<file path="config.mk">
export PLATFORM = sky130hd
export DESIGN_NAME = leb128_uint32_encode_stream
export DESIGN_NICKNAME = d
export VERILOG_FILES = /design/src/rtl/leb128_uint32_encode_stream.sv
export SDC_FILE = /design/constraint.sdc
export NUM_CORES = 1
export LEC_CHECK = 0
export BUFFER_PORTS_ARGS = -buffer_cell sky130_fd_sc_hd__buf_4
export CAP_MARGIN = 20
export CORE_MARGIN = 2
export CORE_UTILIZATION = 41
export DETAILED_ROUTE_END_ITERATION = 10
export HOLD_SLACK_MARGIN = 0.02
export SLEW_MARGIN = 5
export SYNTH_ARGS = -nofsm -noshare
export SYNTH_HDL_FRONTEND = slang
export SYNTH_SLANG_ARGS = --single-unit
</file>
<file path="constraint.sdc">
create_clock -name clk -period 2.15 [get_ports clk]
set_input_delay 0.43 -clock clk [delete_from_list [all_inputs] [get_ports clk]]
set_output_delay 0.43 -clock clk [all_outputs]
set_load 0.02 [all_outputs]
</file>
<file path="src/rtl/leb128_uint32_encode_stream.sv">
// leb128_uint32_encode_stream: byte-serial LEB128 encoder for 32-bit words, MIN_BYTES pads with continuation bytes.
// Define LEB128_SIGNED_EN to add the in_signed port and SLEB128 encoding.
module leb128_uint32_encode_stream #(
    parameter int MIN_BYTES = 1
) (
    input  logic        clk,
    input  logic        rst_n,
    input  logic        in_valid,
    output logic        in_ready,
    input  logic [31:0] in_data,
`ifdef LEB128_SIGNED_EN
    input  logic        in_signed,
`endif
    output logic        out_valid,
    input  logic        out_ready,
    output logic [7:0]  out_data,
    output logic        out_last,
    output logic [2:0]  out_idx
);
    typedef enum logic {IDLE, EMIT} state_e;

    state_e      state_q, state_d;
    logic [31:0] sh_q, sh_d;
    logic [2:0]  idx_q, idx_d;
    logic        sgn_q, sgn_d;
    logic        sgn_in, emit, pad, done, cont, load;
    logic [31:0] rest, rest_s;

`ifdef LEB128_SIGNED_EN
    assign sgn_in = in_signed;
`else
    assign sgn_in = 1'b0;
`endif

    // rest_s is computed on its own so the arithmetic shift is not demoted by an unsigned ternary
    assign rest_s = $signed(sh_q) >>> 7;
    assign rest   = sgn_q ? rest_s : sh_q >> 7;
    assign done   = sgn_q ? ((rest == '0 & ~sh_q[6]) | (&rest & sh_q[6])) : rest == '0;
    assign pad    = (int'(idx_q) + 1) < MIN_BYTES;
    assign cont   = (idx_q != 3'd4) & (pad | ~done);
    assign emit   = state_q == EMIT;

    assign out_valid = emit;
    assign out_data  = emit ? {cont, sh_q[6:0]} : 8'h00;
    assign out_last  = emit & ~cont;
    assign out_idx   = emit ? idx_q + 3'd1 : 3'd0;
    assign in_ready  = rst_n & (~emit | (out_ready & ~cont));
    assign load      = in_valid & in_ready;

    always_comb begin
        state_d = state_q;
        sh_d    = sh_q;
        idx_d   = idx_q;
        sgn_d   = sgn_q;
        if (emit & out_ready & cont) begin
            sh_d  = rest;
            idx_d = idx_q + 3'd1;
        end else if (emit & out_ready) begin
            state_d = IDLE;
        end
        if (load) begin
            state_d = EMIT;
            sh_d    = in_data;
            idx_d   = 3'd0;
            sgn_d   = sgn_in;
        end
    end

    always_ff @(posedge clk or negedge rst_n) begin
        if (!rst_n) begin
            state_q <= IDLE;
            sh_q    <= '0;
            idx_q   <= '0;
            sgn_q   <= 1'b0;
        end else begin
            state_q <= state_d;
            sh_q    <= sh_d;
            idx_q   <= idx_d;
            sgn_q   <= sgn_d;
        end
    end
endmodule

</file>
# ---- After elaboration in Yosys (flattened, before gate mapping)
# Index checks and enable logic that the tools add are counted.
dict set report totals {
  wordCells 33
  regBits 36
  output_inout_bits 14
  in_bits 36
}
dict set report classes {
  n_mux 9
  n_reduce_logical 4
  bitwise 12
  addsub 2
  magnitude_cmp 1
  eq_ne 2
}
# op count
set ops {}
lappend ops {{2-to-1 mux 32 bit} 2}
lappend ops {{logical NOT 32 bit} 1}
lappend ops {{2-to-1 mux 3 bit} 3}
lappend ops {{2-to-1 mux 8 bit} 1}
lappend ops {{bitwise AND 1 bit} 7}
lappend ops {{adder 3 x 1 -> 4 bit (second input constant)} 1}
lappend ops {{< comparator 4 x 1 -> 1 bit (second input constant)} 1}
lappend ops {{nonzero test 2 bit} 2}
lappend ops {{adder 3 x 1 -> 3 bit (second input constant)} 1}
lappend ops {{2-to-1 mux 1 bit} 3}
lappend ops {{inequality test 3 bit (second input constant)} 1}
lappend ops {{NOT 1 bit} 3}
lappend ops {{inequality test 2 bit (second input constant)} 1}
lappend ops {{bitwise OR 1 bit} 2}
lappend ops {{AND reduction 2 bit} 1}

# ---- Longest topological paths before layout
dict set report depth {
  depth_word 11
  depth_mapped 8
  ltp_nobuf 6
}

# ---- Worst setup path before layout
# Ideal clock, no wire load.
dict set report synth_timing {
  path_kind {flip-flop to output port}
  from {register idx_q[0]}
  to {output out_data[7]}
  required_ns 1.720
  setup_slack_ns 0.146
  arrival_ns 1.574
  stages_incl_launch_ff 7
  n_path_buf 1
  cell_sequence {dfrtp_1 -> ha_1 -> nand2_1 -> o2111ai_2 -> o211ai_2 -> clkbuf_1 -> inv_1}
}
dict set report synth_via {
  elab_chain_len 5
  word_cells_on_any_way 6
  classes_between {1 x add/sub; 1 x order compare; 1 x eq/ne; 1 x mux; 2 x bitwise}
}
# item line_no
set synth_rtl {}
lappend synth_rtl {{start: declaration} 24} ;# logic [2:0] idx_q, idx_d;
lappend synth_rtl {{start signal: assignment} 78} ;# idx_q <= idx_d;
lappend synth_rtl {{adder 3 x 1 -> 4 bit} 39} ;# assign pad = (int'(idx_q) + 1) < MIN_BYTES;
lappend synth_rtl {{< comparator 4 x 1 -> 1 bit} 39}
lappend synth_rtl {{bitwise OR 1 bit} 40} ;# assign cont = (idx_q != 3'd4) & (pad | ~done);
lappend synth_rtl {{bitwise AND 1 bit (*)} 40}
lappend synth_rtl {{2-to-1 mux 8 bit (*)} 44} ;# assign out_data = emit ? {cont, sh_q[6:0]} : 8'h00;
lappend synth_rtl {{end: declaration} 16} ;# output logic [7:0] out_data,
# Every way passes the cells marked *; elsewhere a longest branch is shown, timed or not.

# ---- Worst setup path in the final report
dict set report layout_timing {
  from {register sh_q[10]}
  to {output in_ready}
}
dict set report layout_via {
  elab_chain_len 8
}
# item line_no
set layout_rtl {}
lappend layout_rtl {{start: declaration} 23} ;# logic [31:0] sh_q, sh_d;
lappend layout_rtl {{start signal: assignment} 72} ;# sh_q <= '0;
lappend layout_rtl {{start signal: assignment} 77} ;# sh_q <= sh_d;
lappend layout_rtl {{logical NOT 32 bit} 38} ;# assign done = sgn_q ? ((rest == '0 & ~sh_q[6]) | (&rest & sh_q[6])) : rest == '0;
lappend layout_rtl {{NOT 1 bit} 40}
lappend layout_rtl {{bitwise OR 1 bit} 40}
lappend layout_rtl {{bitwise AND 1 bit} 40}
lappend layout_rtl {{NOT 1 bit} 47} ;# assign in_ready = rst_n & (~emit | (out_ready & ~cont));
lappend layout_rtl {{bitwise AND 1 bit} 47}
lappend layout_rtl {{bitwise OR 1 bit} 47}
lappend layout_rtl {{bitwise AND 1 bit} 47}
lappend layout_rtl {{end: declaration} 9} ;# output logic in_ready,
# No other way between the ends.

==> parameters.txt <==
Parameter                              Value

Synth
  Post-synthesis sequential area ratio    around 49%
  Post-synthesis area per instance    10.8 um2
  EDFF count, synth    0
  Fraction of synthesized area in multiplexers    between 2 and 2.5%
  Cell area after synthesis    about 1800 um2
  Most area-consuming cells after synthesis    sky130_fd_sc_hd__dfrtp_1 49%, sky130_fd_sc_hd__a221o_1 11%, sky130_fd_sc_hd__and2_0 4.7%
  Synthesized netlist cell count    between 150 and 200
  Post-synthesis cell type with the largest combined area    sky130_fd_sc_hd__dfrtp_1
  Share of the synthesized area in the top cell type    between 40% and 50%
  Post-synth net total    209
  Compound-Gate Fraction of Synth Area    a little over 20%
  Number of storage elements in the synthesis netlist    36
  Ys async rst share    100%
  Post-synthesis share of cell area spent on and, or, nand and nor gates    21.5%
  Number of distinct library cell variants in the gate-level netlist after synthesis    33
  Post-Synth XOR/XNOR Area    0%
  Combinational family with the most area after synthesis    simple AND/OR/NAND/NOR gates
  Adder-cell share of the synthesized area    1.36%
  Count of warnings emitted by yosys    0
  Post-synth top flop    sky130_fd_sc_hd__dfrtp_1

Clocking
  Post-CTS clock slew at the launch and capture registers of the worst setup and hold paths    about 0.080 ns
  H-tree depth    2
  CTS tree    yes
  CTS Hold Bufs    0
  Max clock buf depth    2
  Clk sink count    36
  CTS buffer count    5
  CTS root buffer    sky130_fd_sc_hd__clkbuf_8
  Clock latency of the later-clocked register in the worst-skew pair    ~0.3 ns

Worst setup path
  Reg-to-reg critical path endpoint    sh_q[12]$_DFFE_PN0P_
  CP Data Arrival Time    ~1.9 ns
  Required time worst endpoint    about 1.7 ns
  Kind of capture point of the worst setup path    output port
  Worst R2R Start    idx_q[0]$_DFFE_PN0P_
  Master of the slowest instance on the critical path    sky130_fd_sc_hd__dfrtp_1
  Critical Path Stages    7
  Total buffers and inverters traversed by the critical path    2
  Maximum fanout along the worst path    4
  Worst path top cell family by delay    simple AND/OR/NAND/NOR gates
  Cell mode on critical path    sky130_fd_sc_hd__buf_4
  Worst reg-to-reg setup slack    -0.14 ns
  Number of cells traversed by the worst register-to-register path    11
  Startpoint class of the critical path    flop
  Setup CP Type    reg -> out
  Worst-path cell chain    nor4_4, nand4_1, buf_4, o21ai_4, a21oi_2, nor2b_1, buf_4
  Crit-path max cell delay    0.42 ns

Route
  Overall via count from detail_route    approximately 1700
  DRT Pass-1 Iters    5
  Number of design rule violations left after detail routing    0
  Routed len/inst    18.6 um
  Drt initial violations    roughly 110
  Detail-routed via count per cell    ~5.7
  Wire length reported by the detailed router    approximately 5.6 mm
  Remaining antenna violation count    0

Cells and area
  Synthesis-to-layout area growth    49.6%
  Final nets    approximately 290
  Diodes inserted    0
  Proportion of layout cells with a drive suffix above 1    50.6%
  Fraction of the core area covered by cells at the end of the flow    between 60% and 70%

Placement
  Routability Congestion    ~0.86
  Estimated wirelength of the detail-placed design    about 3.3 mm
  Number of buffers inserted by port buffering    between 40 and 50

Pwr
  PwrDens    1350 nW/um2
  Leakage power of the design    about 1.3 nW
  Max IR drop VDD    approximately 0.66 mV

Die
  DIE WIDTH    slightly above 70 um
  Top-Level Pins    50
  Number of rows in the core area    24
  Initial core utilization    42.4%
  Floorplan die area    5050 um2
  Die outline height    about 71 um
  Area of the placeable core    about 4400 um2

Run status
  Violated checks    setup timing
  Result of the run    finished, violations left

Timing
  Count of endpoints failing setup in the final report    25
  Final worst path period need    between 2 and 2.5 ns
  Post-route fraction of the period consumed by the critical path    108%
  Hold_ws    between 0.15 and 0.2 ns
  PnR worst setup slack    -0.176 ns
  Number of hold-slack violations in the final timing report    0
  Setup repair after global routing missed its margin    true
  Worst slew margin relative to its limit    49.9%
  Setup TNS after final layout    -2.11 ns
  Max Freq    approximately 0.43 GHz
  Pins Over Slew Limit    0
  Actual transition at the worst max-transition pin    around 0.75 ns
  Maximum clock skew at final layout    approximately 0.016 ns

GRT
  Initial antenna violation count    0
  Global-route usage over all layers    between 20% and 30%
  First-pass GRT wire length    8.98 mm
  Met1 Usage GRT    30.4%
  Highest-utilization routing layer at the global route stage    met2
  Fraction of met2 tracks used by global routing    between 30% and 40%
  Met3 GRT Util    under 10%
  Pin count of the biggest net entering global routing    38
  Vias in the first global route    about 1800
  Global route total overflow    0

Min path
  Class of the most critical hold timing path    in -> async

Run
  Max capacitance violation total    0
==> synthesized netlist by cell type, types with 2 or more instances <==
master and count:
sky130_fd_sc_hd__a21oi_1 2, sky130_fd_sc_hd__a221o_1 21, sky130_fd_sc_hd__and2_0 14, sky130_fd_sc_hd__and2_1 13, sky130_fd_sc_hd__and2_2 6, sky130_fd_sc_hd__buf_4 4
sky130_fd_sc_hd__buf_6 3, sky130_fd_sc_hd__clkbuf_1 3, sky130_fd_sc_hd__dfrtp_1 36, sky130_fd_sc_hd__ha_1 2, sky130_fd_sc_hd__inv_1 5, sky130_fd_sc_hd__mux2i_1 3
sky130_fd_sc_hd__nand2_1 12, sky130_fd_sc_hd__nand3_1 10, sky130_fd_sc_hd__nor2_1 2, sky130_fd_sc_hd__nor2b_1 3, sky130_fd_sc_hd__nor4_1 3, sky130_fd_sc_hd__nor4_2 2
sky130_fd_sc_hd__o21ai_0 13
==> cell type report <==
type                       count  area [um2]
clock buffer                   6        72.6
clock inverter                 1        5.00
fill                         348        1600
inverter                       5        18.8
multi-input combinational    119         966
sequential                    36         901
tap                           52        65.1
timing repair buffer          82         731
==> state kept, by name (all words and copies together) (netlist names) <==
signal     cells
idx_q          3
out_valid      1
sh_q          32
==> kinds of logic after synthesis <==
logic type               Yosys count
multiplexers                       4
AO/OA/AOI/OAI                     44
flip-flops                        36
buffers and inverters             17
AND/OR/NAND/NOR                   68
adder cells (fa/ha/maj)            2
==> stage by stage <==
step	power [mW]	area, um2	instances	setup slack, ns
finish	3.74	2760	301	-0.176
global placement	2.47	2290	271	-0.0362
detailed placement	2.51	2290	271	-0.0785
global route	3.94	2760	301	-0.244
floorplan	1.98	1840	171	0.146
CTS	3.50	2660	296	-0.158
==> worst max path at each step <==
stage                               from                   end  slack, ns
floorplan           idx_q[0]$_DFFE_PN0P_           out_data[7]       0.15
global placement                   rst_n  sh_q[20]$_DFFE_PN0P_      -0.04
detailed placement                 rst_n  sh_q[20]$_DFFE_PN0P_      -0.08
CTS                 sh_q[28]$_DFFE_PN0P_              in_ready      -0.16
global route        sh_q[20]$_DFFE_PN0P_              in_ready      -0.24
finish              sh_q[10]$_DFFE_PN0P_              in_ready      -0.18
==> timing repair <==
item	CTS	global route
endpoints found under the setup margin	26	38
pin swaps	24	6
buffers inserted	13	5
gates cloned	5	0
resized for setup	34	15
==> cell usage in the layout, fill, tap and decap left out, types with 2 or more instances in the layout <==
| master | netlist | final |
|---|---|---|
| sky130_fd_sc_hd__buf_4 | 4 | 67 |
| sky130_fd_sc_hd__dfrtp_1 | 36 | 36 |
| sky130_fd_sc_hd__a221o_1 | 21 | 21 |
| sky130_fd_sc_hd__and2_4 | 0 | 14 |
| sky130_fd_sc_hd__nand2_1 | 12 | 11 |
| sky130_fd_sc_hd__nand3_1 | 10 | 10 |
| sky130_fd_sc_hd__o21ai_0 | 13 | 10 |
| sky130_fd_sc_hd__buf_6 | 3 | 10 |
| sky130_fd_sc_hd__and2_1 | 13 | 9 |
| sky130_fd_sc_hd__and2_0 | 14 | 6 |
| sky130_fd_sc_hd__clkbuf_8 | 0 | 5 |
| sky130_fd_sc_hd__inv_1 | 5 | 4 |
| sky130_fd_sc_hd__and2_2 | 6 | 4 |
| sky130_fd_sc_hd__nor4_2 | 2 | 3 |
| sky130_fd_sc_hd__nor2b_1 | 3 | 3 |
| sky130_fd_sc_hd__mux2i_1 | 3 | 3 |
| sky130_fd_sc_hd__buf_12 | 0 | 3 |
| sky130_fd_sc_hd__nor2_1 | 2 | 2 |
| sky130_fd_sc_hd__nor4_4 | 0 | 2 |
| sky130_fd_sc_hd__a21oi_2 | 0 | 2 |
| sky130_fd_sc_hd__a21oi_4 | 1 | 2 |
| sky130_fd_sc_hd__buf_16 | 0 | 2 |
==> report_power, final <==
| part | switching, mW | leakage [nW] | internal [mW] | total (mW) |
|---|---|---|---|---|
| combinational | 1.02 | 0.803 | 1.18 | 2.21 |
| clock | 0.248 | 0.0410 | 0.221 | 0.468 |
| sequential | 0.191 | 0.478 | 0.869 | 1.06 |
==> per-layer routing <==
metal / vias up / part of all wire, %
met2: 64 / 48
met3: 9 / 6.0
met5: - / 0
met1: 850 / 45
met4: 0 / 1.5
li1: 782 / -
Note: power is estimated with default switching activity, not from simulation.
